$ cat src/rtl/skinny_sbox_share_feeder_pkg.sv
// Shared constants, FSM state type and share-slicing helper for the Skinny
// S-box share feeder.
package skinny_sbox_pkg;

  localparam int ORDER      = 4;
  localparam int NIBBLE_W   = 4;
  localparam int FRESH_W    = 170;
  localparam int RND_W      = 32;
  localparam int POOL_W     = NIBBLE_W * ORDER + FRESH_W;
  localparam int BEATS      = (POOL_W + RND_W - 1) / RND_W;
  localparam int SHARE_W    = NIBBLE_W * (ORDER + 1);
  localparam int BEAT_CNT_W = $clog2(BEATS);
  // Width of the useful part of the final beat; its upper bits are dropped.
  localparam int LAST_W     = POOL_W - (BEATS - 1) * RND_W;

  typedef enum logic [1:0] {
    FILL = 2'd0,
    IDLE = 2'd1,
    EVAL = 2'd2
  } state_t;

  // Random share idx (1..ORDER) lives in pool nibble idx-1.
  function automatic logic [NIBBLE_W-1:0] share_slice(input logic [POOL_W-1:0] pool,
                                                       input int idx);
    return pool[NIBBLE_W*(idx-1) +: NIBBLE_W];
  endfunction

endpackage

$ cat src/rtl/skinny_sbox_share_feeder_if.sv
// Bundle of the feeder's data, randomness, S-box and status signals.
// Handshakes: a transfer happens at a rising edge where valid && ready; the
// sender keeps its payload stable while valid is high and not yet accepted.
interface skinny_sbox_share_feeder_if;
  import skinny_sbox_pkg::*;

  logic                in_valid;
  logic                in_ready;
  logic [NIBBLE_W-1:0] in_data;
  logic                rnd_valid;
  logic                rnd_ready;
  logic [RND_W-1:0]    rnd_data;
  logic [SHARE_W-1:0]  X_sh;
  logic [FRESH_W-1:0]  Fresh;
  logic                sbox_rst;
  logic                Synch;
  logic                busy;
  logic                done;
  logic                err;
  state_t              dbg_state;

  modport master (
    output in_valid, in_data, rnd_valid, rnd_data, Synch,
    input  in_ready, rnd_ready, X_sh, Fresh, sbox_rst, busy, done, err, dbg_state
  );

  modport slave (
    input  in_valid, in_data, rnd_valid, rnd_data, Synch,
    output in_ready, rnd_ready, X_sh, Fresh, sbox_rst, busy, done, err, dbg_state
  );

endinterface

$ cat src/rtl/skinny_sbox_share_feeder_pool.sv
// Randomness pool: collects BEATS beats in order, flags the completing beat,
// and is wiped by i_clear when its contents are consumed.
module skinny_rnd_pool
  import skinny_sbox_pkg::*;
(
  input  logic              clk,
  input  logic              rst,
  input  logic              i_beat,
  input  logic [RND_W-1:0]  i_data,
  input  logic              i_clear,
  output logic              o_full,
  output logic [POOL_W-1:0] o_pool
);

  localparam logic [BEAT_CNT_W-1:0] LAST_BEAT = BEAT_CNT_W'(BEATS - 1);

  logic [BEAT_CNT_W-1:0] r_beat_cnt;
  logic [POOL_W-1:0]     r_pool;

  always_ff @(posedge clk or negedge rst) begin
    if (!rst) begin
      r_beat_cnt <= '0;
      r_pool     <= '0;
    end else if (i_clear) begin
      r_beat_cnt <= '0;
      r_pool     <= '0;
    end else if (i_beat) begin
      for (int k = 0; k < BEATS - 1; k++) begin
        if (r_beat_cnt == BEAT_CNT_W'(k)) r_pool[k*RND_W +: RND_W] <= i_data;
      end
      if (r_beat_cnt == LAST_BEAT) begin
        r_pool[POOL_W-1 -: LAST_W] <= i_data[LAST_W-1:0];
        r_beat_cnt                 <= '0;
      end else begin
        r_beat_cnt <= r_beat_cnt + 1'b1;
      end
    end
  end

  assign o_full = i_beat && (r_beat_cnt == LAST_BEAT);
  assign o_pool = r_pool;

endmodule

$ cat src/rtl/skinny_sbox_share_feeder.sv
// Masks a nibble into ORDER+1 Boolean shares from a one-shot randomness pool,
// drives the S-box share/Fresh buses and sequences its clock-gating controller.
module skinny_sbox_share_feeder
  import skinny_sbox_pkg::*;
#(
  parameter int WD_LIMIT = 64
) (
  input logic                        clk,
  input logic                        rst,
  skinny_sbox_share_feeder_if.slave  bus
);

  localparam int             WD_W    = $clog2(WD_LIMIT);
  localparam logic [WD_W-1:0] WD_LAST = WD_W'(WD_LIMIT - 1);

  state_t              r_state;
  logic [SHARE_W-1:0]  r_x_sh;
  logic [FRESH_W-1:0]  r_fresh;
  logic                r_done;
  logic                r_err;
  logic [WD_W-1:0]     r_wd_cnt;

  logic                w_beat;
  logic                w_accept;
  logic                w_full;
  logic [POOL_W-1:0]   w_pool;
  logic [NIBBLE_W-1:0] w_share0;
  logic [SHARE_W-1:0]  w_x_next;

  assign w_beat   = bus.rnd_valid && (r_state == FILL);
  assign w_accept = bus.in_valid && (r_state == IDLE);

  skinny_rnd_pool u_pool (
    .clk     (clk),
    .rst     (rst),
    .i_beat  (w_beat),
    .i_data  (bus.rnd_data),
    .i_clear (w_accept),
    .o_full  (w_full),
    .o_pool  (w_pool)
  );

  // Share 0 absorbs the secret so that all shares XOR back to in_data.
  always_comb begin
    w_share0 = bus.in_data;
    w_x_next = '0;
    for (int i = 1; i <= ORDER; i++) begin
      w_x_next[NIBBLE_W*i +: NIBBLE_W] = share_slice(w_pool, i);
      w_share0 = w_share0 ^ share_slice(w_pool, i);
    end
    w_x_next[NIBBLE_W-1:0] = w_share0;
  end

  always_ff @(posedge clk or negedge rst) begin
    if (!rst) begin
      r_state  <= FILL;
      r_x_sh   <= '0;
      r_fresh  <= '0;
      r_done   <= 1'b0;
      r_err    <= 1'b0;
      r_wd_cnt <= '0;
    end else begin
      r_done <= 1'b0;
      case (r_state)
        FILL: begin
          if (w_full) r_state <= IDLE;
        end
        IDLE: begin
          if (bus.in_valid) begin
            r_x_sh   <= w_x_next;
            r_fresh  <= w_pool[POOL_W-1:NIBBLE_W*ORDER];
            r_wd_cnt <= '0;
            r_state  <= EVAL;
          end
        end
        EVAL: begin
          // The controller's Synch is stale in the first cycle after its reset drops.
          if (bus.Synch && (r_wd_cnt != '0)) begin
            r_done  <= 1'b1;
            r_state <= FILL;
          end else if (r_wd_cnt == WD_LAST) begin
            r_err   <= 1'b1;
            r_state <= FILL;
          end else begin
            r_wd_cnt <= r_wd_cnt + 1'b1;
          end
        end
        default: r_state <= FILL;
      endcase
    end
  end

  assign bus.in_ready  = (r_state == IDLE);
  assign bus.rnd_ready = (r_state == FILL);
  assign bus.busy      = (r_state != IDLE);
  assign bus.sbox_rst  = (r_state != EVAL);
  assign bus.X_sh      = r_x_sh;
  assign bus.Fresh     = r_fresh;
  assign bus.done      = r_done;
  assign bus.err       = r_err;
  assign bus.dbg_state = r_state;

endmodule
$ cat src/flat_wrapper.sv
// flat-port wrapper written by rule: the top's interface ports become plain ports
module skinny_sbox_share_feeder_flat import skinny_sbox_pkg::*;
#(
  parameter int WD_LIMIT = 64
)
  (clk, rst, bus_in_valid, bus_in_data, bus_rnd_valid, bus_rnd_data, bus_Synch, bus_in_ready, bus_rnd_ready, bus_X_sh, bus_Fresh, bus_sbox_rst, bus_busy, bus_done, bus_err, bus_dbg_state);
  skinny_sbox_share_feeder_if bus_i ();
  input logic clk;
  input logic rst;
  input wire logic [$bits(bus_i.in_valid)-1:0] bus_in_valid;
  input wire logic [$bits(bus_i.in_data)-1:0] bus_in_data;
  input wire logic [$bits(bus_i.rnd_valid)-1:0] bus_rnd_valid;
  input wire logic [$bits(bus_i.rnd_data)-1:0] bus_rnd_data;
  input wire logic [$bits(bus_i.Synch)-1:0] bus_Synch;
  output wire logic [$bits(bus_i.in_ready)-1:0] bus_in_ready;
  output wire logic [$bits(bus_i.rnd_ready)-1:0] bus_rnd_ready;
  output wire logic [$bits(bus_i.X_sh)-1:0] bus_X_sh;
  output wire logic [$bits(bus_i.Fresh)-1:0] bus_Fresh;
  output wire logic [$bits(bus_i.sbox_rst)-1:0] bus_sbox_rst;
  output wire logic [$bits(bus_i.busy)-1:0] bus_busy;
  output wire logic [$bits(bus_i.done)-1:0] bus_done;
  output wire logic [$bits(bus_i.err)-1:0] bus_err;
  output wire logic [$bits(bus_i.dbg_state)-1:0] bus_dbg_state;
  assign bus_i.in_valid = bus_in_valid;
  assign bus_i.in_data = bus_in_data;
  assign bus_i.rnd_valid = bus_rnd_valid;
  assign bus_i.rnd_data = bus_rnd_data;
  assign bus_i.Synch = bus_Synch;
  assign bus_in_ready = bus_i.in_ready;
  assign bus_rnd_ready = bus_i.rnd_ready;
  assign bus_X_sh = bus_i.X_sh;
  assign bus_Fresh = bus_i.Fresh;
  assign bus_sbox_rst = bus_i.sbox_rst;
  assign bus_busy = bus_i.busy;
  assign bus_done = bus_i.done;
  assign bus_err = bus_i.err;
  assign bus_dbg_state = bus_i.dbg_state;
  skinny_sbox_share_feeder #(.WD_LIMIT(WD_LIMIT)) u_core (.clk(clk), .rst(rst), .bus(bus_i));
endmodule
$ cat config.mk
export PLATFORM = sky130hd
export DESIGN_NAME = skinny_sbox_share_feeder_flat
export DESIGN_NICKNAME = d
export VERILOG_FILES = /design/src/rtl/skinny_sbox_share_feeder_pkg.sv /design/src/rtl/skinny_sbox_share_feeder_if.sv /design/src/rtl/skinny_sbox_share_feeder_pool.sv /design/src/rtl/skinny_sbox_share_feeder.sv /design/src/flat_wrapper.sv
export SDC_FILE = /design/constraint.sdc
export NUM_CORES = 1
export LEC_CHECK = 0
export BUFFER_PORTS_ARGS = -buffer_cell sky130_fd_sc_hd__buf_2
export CORE_AREA = 2 2 170 172
export DETAILED_ROUTE_END_ITERATION = 10
export DIE_AREA = 0 0 172 174
export PLACE_DENSITY_LB_ADDON = 0.25
export SYNTH_ARGS = -nofsm -noshare
export SYNTH_HDL_FRONTEND = slang
export SYNTH_SLANG_ARGS = --single-unit
$ cat constraint.sdc
create_clock -name clk -period 5.4 [get_ports clk]
set_clock_uncertainty 0.2 [all_clocks]
set_input_delay 0 -clock clk [delete_from_list [all_inputs] [get_ports clk]]
set_output_delay 0 -clock clk [all_outputs]
set_load 0.02 [all_outputs]
### Word level (Yosys, flattened, before mapping)

Index checks and enable logic that the tools add are counted.

| storage, ports and cells | value |
|---|---|
| word-level logic and storage cells | 82 |
| memory bits (read-only) | 0 |
| flip-flop bits (word level) | 389 |
| memories kept | 0 |
| bits in latches | 0 |
| memory bits (writable) | 0 |

| operators by class | value |
|---|---|
| reduce and logical (&&, ||, !) cells | 25 |
| eq/ne operators | 15 |
| $lt $le $gt $ge | 0 |
| bitwise operators | 5 |
| add/subtract/negate cells | 2 |
| shifts and indexed selects | 0 |
| multiply operators | 0 |
| multiplexer cells | 22 |
| div/mod/pow operators | 0 |

Operators by type and width:

| operator | count |
|---|---|
| $mux 186 | 2 |
| $mux 32 | 5 |
| $mux 26 | 1 |
| $mux 6 | 3 |
| $reduce_bool 2->1 | 8 |
| $xor 4x4->4 | 4 |
| $reduce_and 2->1 | 7 |
| $pmux 6 s2 | 1 |
| $mux 3 | 3 |
| $mux 2 | 4 |
| $ne 2x2->1 const B | 4 |
| $add 6x1->6 const B | 1 |
| $eq 3x2->1 const B | 2 |
| $eq 3x3->1 const B | 2 |
| $eq 6x6->1 const B | 1 |
| $pmux 2 s3 | 1 |
| $reduce_and 3->1 | 2 |
| $reduce_bool 6->1 | 1 |
| $logic_and 1x1->1 | 4 |
| $ne 2x1->1 const B | 2 |
| $reduce_and 4->1 | 1 |
| $add 3x1->3 const B | 1 |
| $eq 3x1->1 const B | 1 |
| $logic_not 3->1 | 1 |
| other kinds (6) | 7 |

### Longest topological paths before layout

Gate-level depths: netlist of run 1.

| logic depth | value |
|---|---|
| depth after elaboration | 5 |
| gate-level depth with buffers | 8 |

### Modules after synthesis

From an unflattened synthesis of run 1, not the netlist that was laid out.

| second synthesis, totals | value |
|---|---|
| cell total of the unflattened synthesis | 1575 |
| area, all modules | 16335.7 um^2 |

Modules (own cells, without submodules):

| module | cells an instance | seq. area each (um^2) | area an instance (um^2) | times used |
|---|---|---|---|---|
| skinny_rnd_pool | 701 | 4729.5 | 8491.9 | 1 |
| skinny_sbox_share_feeder | 874 | 5004.8 | 7843.8 | 1 |

### Least setup slack after synthesis of run 1

No wires, ideal clock.

| path | value |
|---|---|
| path kind | reg-to-reg |
| start | register u_core.r_wd_cnt[0] |
| end | register u_core.r_wd_cnt[0] |
| path slack | 3336 ps |
| buffers on the path | 1 |
| clock period less this slack | 2064 ps |
| data arrival time | 1737 ps |
| stages on the path, launching flop included | 8 |
| required time | 5072 ps |
| cell sequence | dfrtp_1 -> inv_1 -> ha_1 -> and4bb_1 -> a221oi_4 -> or2_1 -> buf_6 -> mux2_1 |

| between the ends | value |
|---|---|
| cells in the longest elaborated chain, start to end | 4 |
| elaborated cells between the ends (all ways) | 10 |
| those cells by class | add/sub (1); eq/ne (3); mux (3); reduce/logical (3) |

Ends and longest elaborated chain:

| what | RTL line | RTL |
|---|---|---|
| from (decl) | skinny_sbox_share_feeder.sv:21 | `logic [WD_W-1:0] r_wd_cnt;` |
| from (signal assigned) | skinny_sbox_share_feeder.sv:85 | `r_wd_cnt <= r_wd_cnt + 1'b1;` |
| $add 6x1->6 or $reduce_bool 6->1 (tied branches) | skinny_sbox_share_feeder.sv:85, skinny_sbox_share_feeder.sv:78 |  |
| $mux 6 or $logic_and 1x1->1 (tied branches) | skinny_sbox_share_feeder.sv:81, skinny_sbox_share_feeder.sv:78 |  |
| $mux 6 or $ne 2x2->1 (tied branches) | n/a |  |
| $pmux 6 s2 or $reduce_and 4->1 (tied branches) | n/a |  |

Several ways; a longest one is shown, not always the timed one. The select of a mux whose other input is x is not followed.
A chain may end at the register's enable or synchronous reset.

### Final worst setup path of run 1

| path | value |
|---|---|
| start | register u_core.r_state[1], in the netlist u_core.bus.dbg_state[1] |
| end | register u_core.u_pool.r_pool[113], in the netlist u_core.u_pool.o_pool[113] |

| between the ends | value |
|---|---|
| cells in the longest elaborated chain, start to end | 4 |
| elaborated cells between the ends (all ways) | 8 |
| those cells by class | eq/ne (1); mux (1); reduce/logical (6) |

Ends and longest elaborated chain:

| what | RTL line | RTL |
|---|---|---|
| from (decl) | skinny_sbox_share_feeder.sv:16 | `state_t r_state;` |
| from (signal assigned) | skinny_sbox_share_feeder.sv:56 | `r_state <= FILL;` |
| from (signal assigned) | skinny_sbox_share_feeder.sv:66 | `if (w_full) r_state <= IDLE;` |
| from (signal assigned) | skinny_sbox_share_feeder.sv:73 | `r_state <= EVAL;` |
| $eq 2x1->1 or $logic_not 2->1 (tied branches) | skinny_sbox_share_feeder.sv:31, skinny_sbox_share_feeder.sv:30 |  |
| $logic_and 1x1->1 (on tied branches) | skinny_sbox_share_feeder.sv:31, skinny_sbox_share_feeder.sv:30 |  |
| $reduce_bool 2->1 (no line) | n/a |  |
| $reduce_and 2->1 (no line) | n/a |  |
| to (signal, indexed assignment) | skinny_sbox_share_feeder_pool.sv:29 | `if (r_beat_cnt == BEAT_CNT_W'(k)) r_pool[k*RND_W +: RND_W] <= i_data;` |
| to (signal, indexed assignment) | skinny_sbox_share_feeder_pool.sv:32 | `r_pool[POOL_W-1 -: LAST_W] <= i_data[LAST_W-1:0];` |
| to (decl) | skinny_sbox_share_feeder_pool.sv:18 | `logic [POOL_W-1:0] r_pool;` |

Several ways; a longest one is shown, not always the timed one.

==> impl_metrics.py, run 1 <==
metrics = {
    "status": {
        "status": "completed",
    },
    "layout": {
        "drive_above_1_share_pct": 16.2,
        "final_cells": 2342,
        "layout.nets": 1978,
        "stdcell_area_mm2": 0.0183,
        "n_fill_cell": 2397,
        "diodes": 0,
        "area_growth_pct": 20.1,
    },
    "synthesis": {
        "syn-cell-area_mm2": 0.0153,
        "synthAdderAreaFrac_pct": 0.246,
        "synth-simple-area-share_pct": 24.7,
        "seq_area_frac_synth_pct": 63.8,
        "synth_top_area_share_pct": 63.8,
        "dominantRegCellSynth": "dfrtp_1",
        "synth_cell_type_count": 42,
        "yosysWarningCount": 0,
        "synth-xor-area-share_pct": 0.976,
        "syn_area_per_cell_um2": 8.94,
        "synth-compound-area-share_pct": 7.07,
        "synth_top_family_by_area": "simple AND/OR/NAND/NOR gates",
        "syn_inst": 1707,
        "synthTopCellsByArea": "dfrtp_1, nand2_1, a21oi_1, clkbuf_1, buf_2",
        "synth_mux_area_share_pct": 0.0738,
        "ys_async_sr_fraction_pct": 100,
        "synth-seq-cells": 389,
        "yosys.area.top_type": "dfrtp_1",
        "syn_nets": 1751,
        "synth_edf_count": 0,
    },
    "die": {
        "coreArea_mm2": 0.0282,
        "start_util_pct": 54.0,
        "row_count": 62,
        "ios": 239,
        "die_area_mm2": 0.0299,
        "die-width_um": 172,
        "die_h_um": 174,
    },
    "worst_setup_path": {
        "path_class": "flip-flop to flip-flop",
        "worstSetupEndpointType": "flip-flop",
        "reg2reg_from": "u_core.bus.dbg_state[1]",
        "reg2reg_depth": 4,
        "crit_fanout": 32,
        "crit_chain": "nor3b_2 -> and2_1 -> nand2_1 -> a21oi_1",
        "critPathArrivalTime_ns": 3.01,
        "critPathRequiredTime_ns": 5.64,
        "cp_slowest_stage_delay_ns": 1.06,
        "r2r-end": "u_core.u_pool.o_pool[113]",
        "path_buf_inv": 0,
        "crit_path_start_kind": "flip-flop",
        "crit_family": "simple AND/OR/NAND/NOR gates",
        "cpMaxStageDelayCell": "and2_1",
        "r2r_setup_slack_ns": 2.63,
    },
    "place": {
        "portBuffers": 238,
        "dp_hpwl_um": 25000,
        "gp_congestion": 0.797,
        "place_area_mm2": 0.0166,
        "dpl_worst_slack_ns": 2.62,
        "placed_cells": 2235,
    },
    "drt": {
        "wl_um": 41800,
        "drc": 0,
        "drt_iter0_drc": 1250,
        "vias": 12291,
        "final_antenna_net_count": 0,
        "via_per_inst": 5.25,
        "dr.pass1.iters": 7,
        "wl_per_cell_um": 17.9,
    },
    "sta": {
        "drv_slew": 0,
        "rsz0062_at_grt": "false",
        "final.setup.tns_ns": 0,
        "relSlewSlack_pct": 15.6,
        "fin_crit_sh_pct": 51.3,
        "fmax_mhz": 361,
        "setup_ws_ns": 2.63,
        "min_period_ns": 2.77,
        "setup_viol": 0,
        "hold_viol": 0,
        "worst_pin_slew_ns": 1.27,
    },
    "clocking": {
        "htree_num_levels": 2,
        "cts_tree": "done",
        "post_cts_resized": 0,
        "cts_root_buf": "clkbuf_16",
        "clkSlewWorstSetupHoldPaths_ns": 0.06,
        "cts_buffers": 39,
        "cts_sinks": 389,
        "worstSkewPairLatency_ns": 0.53,
        "post_cts_buffers": 0,
        "clk_path_buf_depth": 3,
    },
    "power_and_ir_drop": {
        "seqPwrFrac_pct": 44.7,
        "internal_power_uw": 6510,
        "pwr-share-clk_pct": 26.4,
        "p_leak_uw": 0.00985,
        "p_switching_uw": 3640,
        "peakVddDrop_v": 0.000305,
        "sw_frac_of_total_pct": 35.8,
        "combPwrFrac_pct": 28.9,
        "powerDensity_mw_per_mm2": 554,
    },
    "global_route": {
        "grtUsageTotal_pct": 28.5,
        "grt-ovfl-total": 0,
        "antenna_found_initial": 0,
        "grt_max_degree": 184,
        "grt_pass1_vias": 11632,
        "grt_pass1_wl_um": 65000,
    },
    "hold_path": {
        "whs_path_depth": 3,
        "hp-start": "bus_in_valid",
        "whs_endpoint": "u_core.bus.dbg_state[0]",
        "hold_path.class": "primary input to flip-flop",
    },
    "flow_run": {
        "cap_violations": 0,
    },
}
-- state kept, by name (all words and copies together) (netlist names) --
| signal | flops |
|---|---|
| u_core.u_pool.r_beat_cnt | 3 |
| u_core.bus.Fresh | 170 |
| u_core.u_pool.o_pool | 186 |
| u_core.r_wd_cnt | 6 |
| u_core.bus.done | 1 |
| u_core.bus.dbg_state | 2 |
| u_core.bus.err | 1 |
| u_core.bus.X_sh | 20 |
-- worst reg2reg max path, stage by stage, from the launching register on --
cell and delay (ns):
dfrtp_1 0.49, nor3b_2 0.57, and2_1 1.06, nand2_1 0.20
a21oi_1 0.18
-- logic make-up after synthesis --
kind of cell               after synthesis
muxes                                    1
adders and majority gates                3
xor gates and xnor gates                17
AOI/OAI and AO/OA                      206
buffers and inverters                  114
DFF                                    389
and+or+nand+nor                        977
-- per-layer routing --
metal,up-vias,track usage (%),wire (um)
li1,5768,-,-
met1,6004,42.4,18300
met2,447,42.4,19100
met3,72,5.81,3170
met4,0,9.31,1220
met5,-,0,0
-- how the worst max path moves through the flow --
stage                            startpoint                         to  depth (start not counted)
floorplan                u_core.r_wd_cnt[0]         u_core.r_wd_cnt[0]                          7
CTS                 u_core.bus.dbg_state[1]  u_core.u_pool.o_pool[164]                          4
finish              u_core.bus.dbg_state[1]  u_core.u_pool.o_pool[113]                          4
global placement    u_core.bus.dbg_state[1]  u_core.u_pool.o_pool[179]                          4
global route        u_core.bus.dbg_state[1]  u_core.u_pool.o_pool[174]                          4
detailed placement  u_core.bus.dbg_state[0]  u_core.u_pool.o_pool[164]                          4
-- metrics by stage --
stage / power (uW) / hold WS [ns] / util, %
2_1_floorplan: 6420 / -0.496 / -
3_3_place_gp: 7360 / -0.245 / 58.9
3_5_place_dp: 7480 / -0.251 / 58.9
4_1_cts: 10200 / 0.114 / 64.9
5_1_grt: 10800 / 0.134 / 64.9
6_report: 10100 / 0.118 / 64.9
-- repair_timing --
action | CTS | global route
hold buffers | 42 | 0
hold endpoints to repair | 520 | 0
endpoints found under the setup margin | 0 | 0
-- synth_stat cells (all sizes together) (2+ instances only) --
library cell / count
a31oi: 2
o21ai: 10
nor2: 10
a21oi: 186
and3: 3
nor2b: 2
nor3: 2
dfrtp: 389
nand2: 941
clkbuf: 67
xor2: 4
nor4b: 2
xnor2: 13
nand3: 4
buf: 39
and2: 4
ha: 3
inv: 8
nand4: 2
-- power groups by stage --
stage,Sequential [uW],Combinational (uW),Clock (uW)
after floorplan,4990,1430,0
after global placement,4530,2830,0
after detailed placement,4560,2920,0
after CTS,4530,2960,2700
after global routing,4640,3290,2840
final,4540,2940,2680
-- cells in the final DEF, fill, tap and decap left out, types with 2 or more instances in the layout --
master	n
nand2_1	940
dfrtp_1	389
buf_2	237
a21oi_1	186
clkbuf_16	41
dlygate4sd3_1	41
xnor2_1	13
nor2_1	10
o21ai_0	10
buf_4	9
clkbuf_8	8
inv_1	7
clkbuf_1	7
clkinv_2	6
and2_1	4
nand3_1	4
xor2_1	4
and3_1	3
ha_1	3
buf_12	3
nor2b_1	2
nand4_1	2
a31oi_1	2
bufinv_16	2
-- layout make-up --
| type | count | area (um2) | share of cell area, % |
|---|---|---|---|
| timing repair buffer | 292 | 1770 | 9.64 |
| inverter | 8 | 30.0 | 0.164 |
| clock inverter | 9 | 97.6 | 0.532 |
| clock buffer | 56 | 1160 | 6.34 |
| sequential | 389 | 9730 | 53.1 |
| multi-input combinational | 1204 | 5060 | 27.6 |
| tap | 384 | 480 | 2.62 |
Power figures use the tool's default switching activity.
==> run 2: changes to the inputs <==
--- a/config.mk
+++ b/config.mk
@@ -6,9 +6,9 @@
 export NUM_CORES = 1
 export LEC_CHECK = 0
 export BUFFER_PORTS_ARGS = -buffer_cell sky130_fd_sc_hd__buf_2
-export CORE_AREA = 2 2 170 172
+export CORE_AREA = 2 2 176 178
 export DETAILED_ROUTE_END_ITERATION = 10
-export DIE_AREA = 0 0 172 174
+export DIE_AREA = 0 0 178 180
 export PLACE_DENSITY_LB_ADDON = 0.25
 export SYNTH_ARGS = -nofsm -noshare
 export SYNTH_HDL_FRONTEND = slang
==> constraint.sdc (replaced) <==
create_clock -name clk -period 2.4 [get_ports clk]
set_clock_uncertainty 0.2 [all_clocks]
set_input_delay 0 -clock clk [delete_from_list [all_inputs] [get_ports clk]]
set_output_delay 0 -clock clk [all_outputs]
set_load 0.02 [all_outputs]
==> run 2 against run 1 <==
Compared with the run above: power is 130% higher; final area increased by 1.6%; wire length grew 0.63%; register-to-register slack got worse by 2.5 ns; clock-buffer cell count decreased by 1; critical path depth grew 2; non-clock buffer count is 16 higher; utilization fell by 3.2 points; largest cell class unchanged; setup slack worse by 2.5 ns.
==> impl_metrics.py, run 2 (synthesis results as in run 1) <==
metrics = {
    "status": {
        "status": "completed",
    },
    "drt": {
        "via_per_inst": 5.17,
        "wl_um": 42100,
        "vias": 12247,
        "final_antenna_net_count": 0,
        "dr.pass1.iters": 5,
        "drc": 0,
        "wl_per_cell_um": 17.7,
        "drt_iter0_drc": 1102,
    },
    "sta": {
        "setup_viol": 0,
        "final.setup.tns_ns": 0,
        "hold_viol": 0,
        "drv_slew": 0,
        "fin_crit_sh_pct": 95.0,
        "worst_pin_slew_ns": 0.512,
        "min_period_ns": 2.28,
        "holdWs_ns": 0.104,
        "relSlewSlack_pct": 65.9,
        "rsz0062_at_grt": "false",
        "fmax_mhz": 438,
    },
    "worst_setup_path": {
        "r2r-end": "u_core.r_wd_cnt[0]",
        "crit_fanout": 7,
        "critPathRequiredTime_ns": 2.60,
        "r2r_setup_slack_ns": 0.12,
        "crit_path_start_kind": "flip-flop",
        "cp_slowest_stage_delay_ns": 0.46,
        "worstSetupEndpointType": "flip-flop",
        "cpMaxStageDelayCell": "dfrtp_1",
        "reg2reg_depth": 6,
        "critPathArrivalTime_ns": 2.48,
        "reg2reg_from": "u_core.r_wd_cnt[0]",
        "crit_chain": "inv_1 -> ha_1 -> and4bb_1 -> a221oi_4 -> or2_4 -> mux2_1",
        "path_class": "flip-flop to flip-flop",
    },
    "die": {
        "die-width_um": 178,
        "start_util_pct": 50.6,
        "coreArea_mm2": 0.0302,
        "row_count": 64,
        "ios": 239,
        "die_area_mm2": 0.0320,
        "die_h_um": 180,
    },
    "layout": {
        "layout_commonest_cell": "nand2_1",
        "layout.nets": 1995,
        "diodes": 0,
        "largest_register_ffs": 186,
        "final_cell_mix": "nand2_1, dfrtp_1, buf_2, a21oi_1",
        "drive_above_1_share_pct": 17.0,
        "final_util_pct": 61.7,
        "area_growth_pct": 22.1,
        "final_cells": 2371,
    },
    "place": {
        "gp_congestion": 0.826,
        "dp_hpwl_um": 25800,
        "portBuffers": 238,
        "placed_cells": 2264,
    },
    "power_and_ir_drop": {
        "peakVddDrop_v": 0.000655,
        "total_power_uw": 23000,
        "p_leak_uw": 0.00998,
        "powerDensity_mw_per_mm2": 1230,
    },
    "clocking": {
        "cts_buffers": 40,
        "worstSkewPairLatency_ns": 0.51,
        "cts_tree": "done",
        "clk_path_buf_depth": 3,
        "cts_sinks": 389,
        "cts_root_buf": "clkbuf_16",
        "clkSlewWorstSetupHoldPaths_ns": 0.06,
        "htree_num_levels": 2,
    },
    "global_route": {
        "grt_pass1_vias": 11587,
        "antenna_found_initial": 1,
        "grt_max_degree": 101,
        "grt_pass1_wl_um": 65400,
        "grtUsageTotal_pct": 26.6,
        "grt-ovfl-total": 0,
    },
    "hold_path": {
        "hold_path.class": "primary input to flip-flop",
        "hp-start": "bus_in_valid",
        "whs_path_depth": 3,
        "whs_endpoint": "u_core.bus.dbg_state[0]",
    },
    "flow_run": {
        "cap_violations": 0,
    },
}
[run 2: layout make-up]
cell class                 count  area (um2)
clock buffer                  55        1160
clock inverter                11         105
fill                        2569       11600
inverter                       8        30.0
multi-input combinational   1204        5060
sequential                   389        9730
tap                          396         495
timing repair buffer         308        2040
[run 2: what timing repair did]
| item | 4_1_cts | 5_1_grt |
|---|---|---|
| hold endpoints to repair | 634 | 0 |
| buffers inserted | 0 | 0 |
| endpoints found under the setup margin | 0 | 1 |
| resized for setup | 0 | 1 |
| hold buffers | 41 | 0 |
[run 2: where the power goes]
| part | switching [uW] | internal (uW) |
|---|---|---|
| sequential | 1380 | 8780 |
| clock | 2480 | 3570 |
| combinational | 4320 | 2440 |
| total | 8190 | 14800 |
[run 2: worst max-delay path by stage]
stage                                   from                  to  slack, ns
after global routing      u_core.r_wd_cnt[0]  u_core.r_wd_cnt[0]       0.07
after global placement    u_core.r_wd_cnt[0]  u_core.r_wd_cnt[0]       0.26
after CTS                 u_core.r_wd_cnt[0]  u_core.r_wd_cnt[0]       0.09
final                     u_core.r_wd_cnt[0]  u_core.r_wd_cnt[0]       0.12
after detailed placement  u_core.r_wd_cnt[0]  u_core.r_wd_cnt[0]       0.13
after floorplan           u_core.r_wd_cnt[0]  u_core.r_wd_cnt[0]       0.34
[run 2: per-stage QoR]
step           setup slack [ns]  cell area (um2)
6_report                  0.119            18600
5_1_grt                  0.0659            18600
4_1_cts                  0.0879            18600
3_5_place_dp              0.130            17000
3_3_place_gp              0.265            17000
2_1_floorplan             0.336            15300
[run 2: critical path: cells and delay by family (launching register included)]
kind	cells	cell delay, ns
buffers and inverters	1	0.10
AND/OR/NAND/NOR	2	0.47
AO/OA/AOI/OAI	1	0.39
multiplexers	1	0.32
flip-flops	1	0.46
adder cells (fa/ha/maj)	1	0.23
[run 2: routing by layer]
layer	routed length, um	GRT usage [%]	up-vias
met2	18900	39.9	447
li1	-	-	5812
met4	1400	9.38	2
met3	2770	4.00	78
met5	11	0	-
met1	19000	39.5	5908
==> run 3: changes to the inputs <==
--- a/config.mk
+++ b/config.mk
@@ -5,10 +5,10 @@
 export SDC_FILE = /design/constraint.sdc
 export NUM_CORES = 1
 export LEC_CHECK = 0
-export BUFFER_PORTS_ARGS = -buffer_cell sky130_fd_sc_hd__buf_2
-export CORE_AREA = 2 2 176 178
+export CORE_AREA = 2 2 192 194
 export DETAILED_ROUTE_END_ITERATION = 10
-export DIE_AREA = 0 0 178 180
+export DIE_AREA = 0 0 194 196
+export DONT_BUFFER_PORTS = 1
 export PLACE_DENSITY_LB_ADDON = 0.25
 export SYNTH_ARGS = -nofsm -noshare
 export SYNTH_HDL_FRONTEND = slang
==> run 3 against run 2 <==
Compared with the run above: the flow now finishes with violations (negative hold slack); die area is 19% higher; sequential share of layout area grew 3.5 points; final area down 6.2%; critical path type unchanged; global-route usage down 3.1 points; clock power grew 3%; final cell count fell by 6.7%; critical path depth unchanged; clock-buffer cell count is 6 higher; flip-flop and latch count did not move.
==> impl_metrics.py, run 3 (synthesis results as in run 1) <==
metrics = {
    "die": {
        "die-width_um": 194,
        "start_util_pct": 42.3,
        "coreArea_mm2": 0.0361,
        "die_area_mm2": 0.0380,
        "row_count": 70,
        "ios": 239,
        "die_h_um": 196,
    },
    "layout": {
        "final_cell_mix": "nand2_1, dfrtp_1, a21oi_1, clkbuf_16, dlygate4sd3_1",
        "layout.nets": 1755,
        "area_growth_pct": 14.5,
        "layout_commonest_cell": "nand2_1",
        "drive_above_1_share_pct": 5.53,
        "largest_register_ffs": 186,
        "n_fill_cell": 3447,
    },
    "worst_setup_path": {
        "crit_chain": "inv_1 -> ha_1 -> and4bb_1 -> a221oi_4 -> or2_1 -> mux2_1",
        "cp_slowest_stage_delay_ns": 0.45,
        "crit_fanout": 7,
        "path_class": "flip-flop to flip-flop",
        "worstSetupEndpointType": "flip-flop",
        "r2r_setup_slack_ns": 0.14,
        "reg2reg_depth": 6,
        "crit_family": "simple AND/OR/NAND/NOR gates",
        "crit_path_start_kind": "flip-flop",
        "r2r-end": "u_core.r_wd_cnt[0]",
        "critPathRequiredTime_ns": 2.63,
        "cpMaxStageDelayCell": "dfrtp_1",
        "path_buf_inv": 1,
        "critPathArrivalTime_ns": 2.49,
        "reg2reg_from": "u_core.r_wd_cnt[0]",
    },
    "clocking": {
        "cts_sinks": 389,
        "clkSlewWorstSetupHoldPaths_ns": 0.06,
        "cts_buffers": 41,
        "cts_root_buf": "clkbuf_16",
        "clk_path_buf_depth": 3,
        "postCtsHoldBufs": 39,
        "cts_tree": "done",
        "htree_num_levels": 2,
        "post_cts_resized": 0,
        "post_cts_buffers": 0,
        "worstSkewPairLatency_ns": 0.56,
    },
    "status": {
        "violations": "negative hold slack",
        "status": "finished, violations left",
    },
    "hold_path": {
        "hold_path.class": "primary input to async pin",
    },
    "global_route": {
        "grt-ovfl-total": 0,
        "grtUsageTotal_pct": 23.5,
        "grt_max_degree": 390,
        "antenna_found_initial": 8,
        "grt_pass1_vias": 10835,
        "grt_pass1_wl_um": 67500,
    },
    "power_and_ir_drop": {
        "peakVddDrop_v": 0.000652,
        "p_leak_uw": 0.00878,
        "powerDensity_mw_per_mm2": 1260,
    },
    "sta": {
        "hold_viol": 389,
        "holdWs_ns": -1.04,
        "drv_slew": 0,
        "fin_crit_sh_pct": 94.0,
        "final.setup.tns_ns": 0,
        "min_period_ns": 2.26,
        "setup_ws_ns": 0.143,
        "setup_viol": 0,
        "rsz0062_at_grt": "false",
        "relSlewSlack_pct": 22.3,
        "fmax_mhz": 443,
        "worst_pin_slew_ns": 1.17,
    },
    "drt": {
        "dr.pass1.iters": 5,
        "drc": 0,
        "via_per_inst": 5.15,
        "final_antenna_net_count": 0,
        "drt_iter0_drc": 969,
        "wl_per_cell_um": 20.2,
        "wl_um": 44600,
        "vias": 11397,
    },
    "place": {
        "portBuffers": 0,
        "gp_congestion": 0.783,
        "dpl_worst_slack_ns": 0.167,
        "dp_hpwl_um": 26100,
    },
    "flow_run": {
        "cap_violations": 0,
    },
}
-- run 3: cell types whose count changed in the layout (fill, tap and decap cells not counted), moves of 2 or more --
cell,previous run,this run
diode_2,0,7
buf_4,12,17
buf_2,237,0
dlygate4sd3_1,41,39
clkinv_2,9,5
clkbuf_16,41,43
clkbuf_1,6,9
buf_12,17,11
-- run 3: final cells by class --
class	count	area [um2]	share of cell area [%]
antenna	7	17.5	0.100
sequential	389	9730	55.7
inverter	8	30.0	0.172
multi-input combinational	1204	5060	29.0
timing repair buffer	67	738	4.23
clock buffer	61	1230	7.06
tap	468	586	3.35
clock inverter	8	71.3	0.408
-- run 3: worst max-delay path by stage --
stage,from,to,slack (ns),depth (start not counted)
global route,u_core.r_wd_cnt[0],u_core.r_wd_cnt[0],0.01,6
detailed placement,u_core.r_wd_cnt[0],u_core.r_wd_cnt[0],0.17,6
floorplan,u_core.r_wd_cnt[0],u_core.r_wd_cnt[0],0.34,7
CTS,u_core.r_wd_cnt[0],u_core.r_wd_cnt[0],0.16,6
finish,u_core.r_wd_cnt[0],u_core.r_wd_cnt[0],0.14,6
global placement,u_core.r_wd_cnt[0],u_core.r_wd_cnt[0],0.25,6
-- run 3: layer usage --
layer | global-route usage (%) | up-vias | wire length (um)
met5 | 0 | - | 24
met4 | 6.93 | 4 | 1110
met3 | 6.72 | 62 | 3710
met2 | 34.4 | 369 | 19500
met1 | 34.1 | 5627 | 20200
li1 | - | 5335 | -
-- run 3: worst reg2reg max path: stages, from the launching register on --
cell and delay [ns]:
dfrtp_1 0.45, inv_1 0.08, ha_1 0.21, and4bb_1 0.22
a221oi_4 0.37, or2_1 0.27, mux2_1 0.34
-- run 3: power by group --
group / internal [uW] / total (uW) / switching [uW]
logic: 1680 / 4090 / 2420
clock network: 3640 / 6210 / 2570
registers: 8770 / 11700 / 2930
-- run 3: metrics by stage --
step                      power, uW  utilization, %  instance area [um2]  std cells  hold slack (ns)
after global placement        15500            43.7                15800       2097           -0.484
after CTS                     22200            48.4                17500       2205            -1.09
after floorplan               14400               -                15300       1707           -0.496
after detailed placement      15800            43.7                15800       2097           -0.483
after global routing          23300            48.4                17500       2209            -1.07
final                         22000            48.4                17500       2212            -1.04
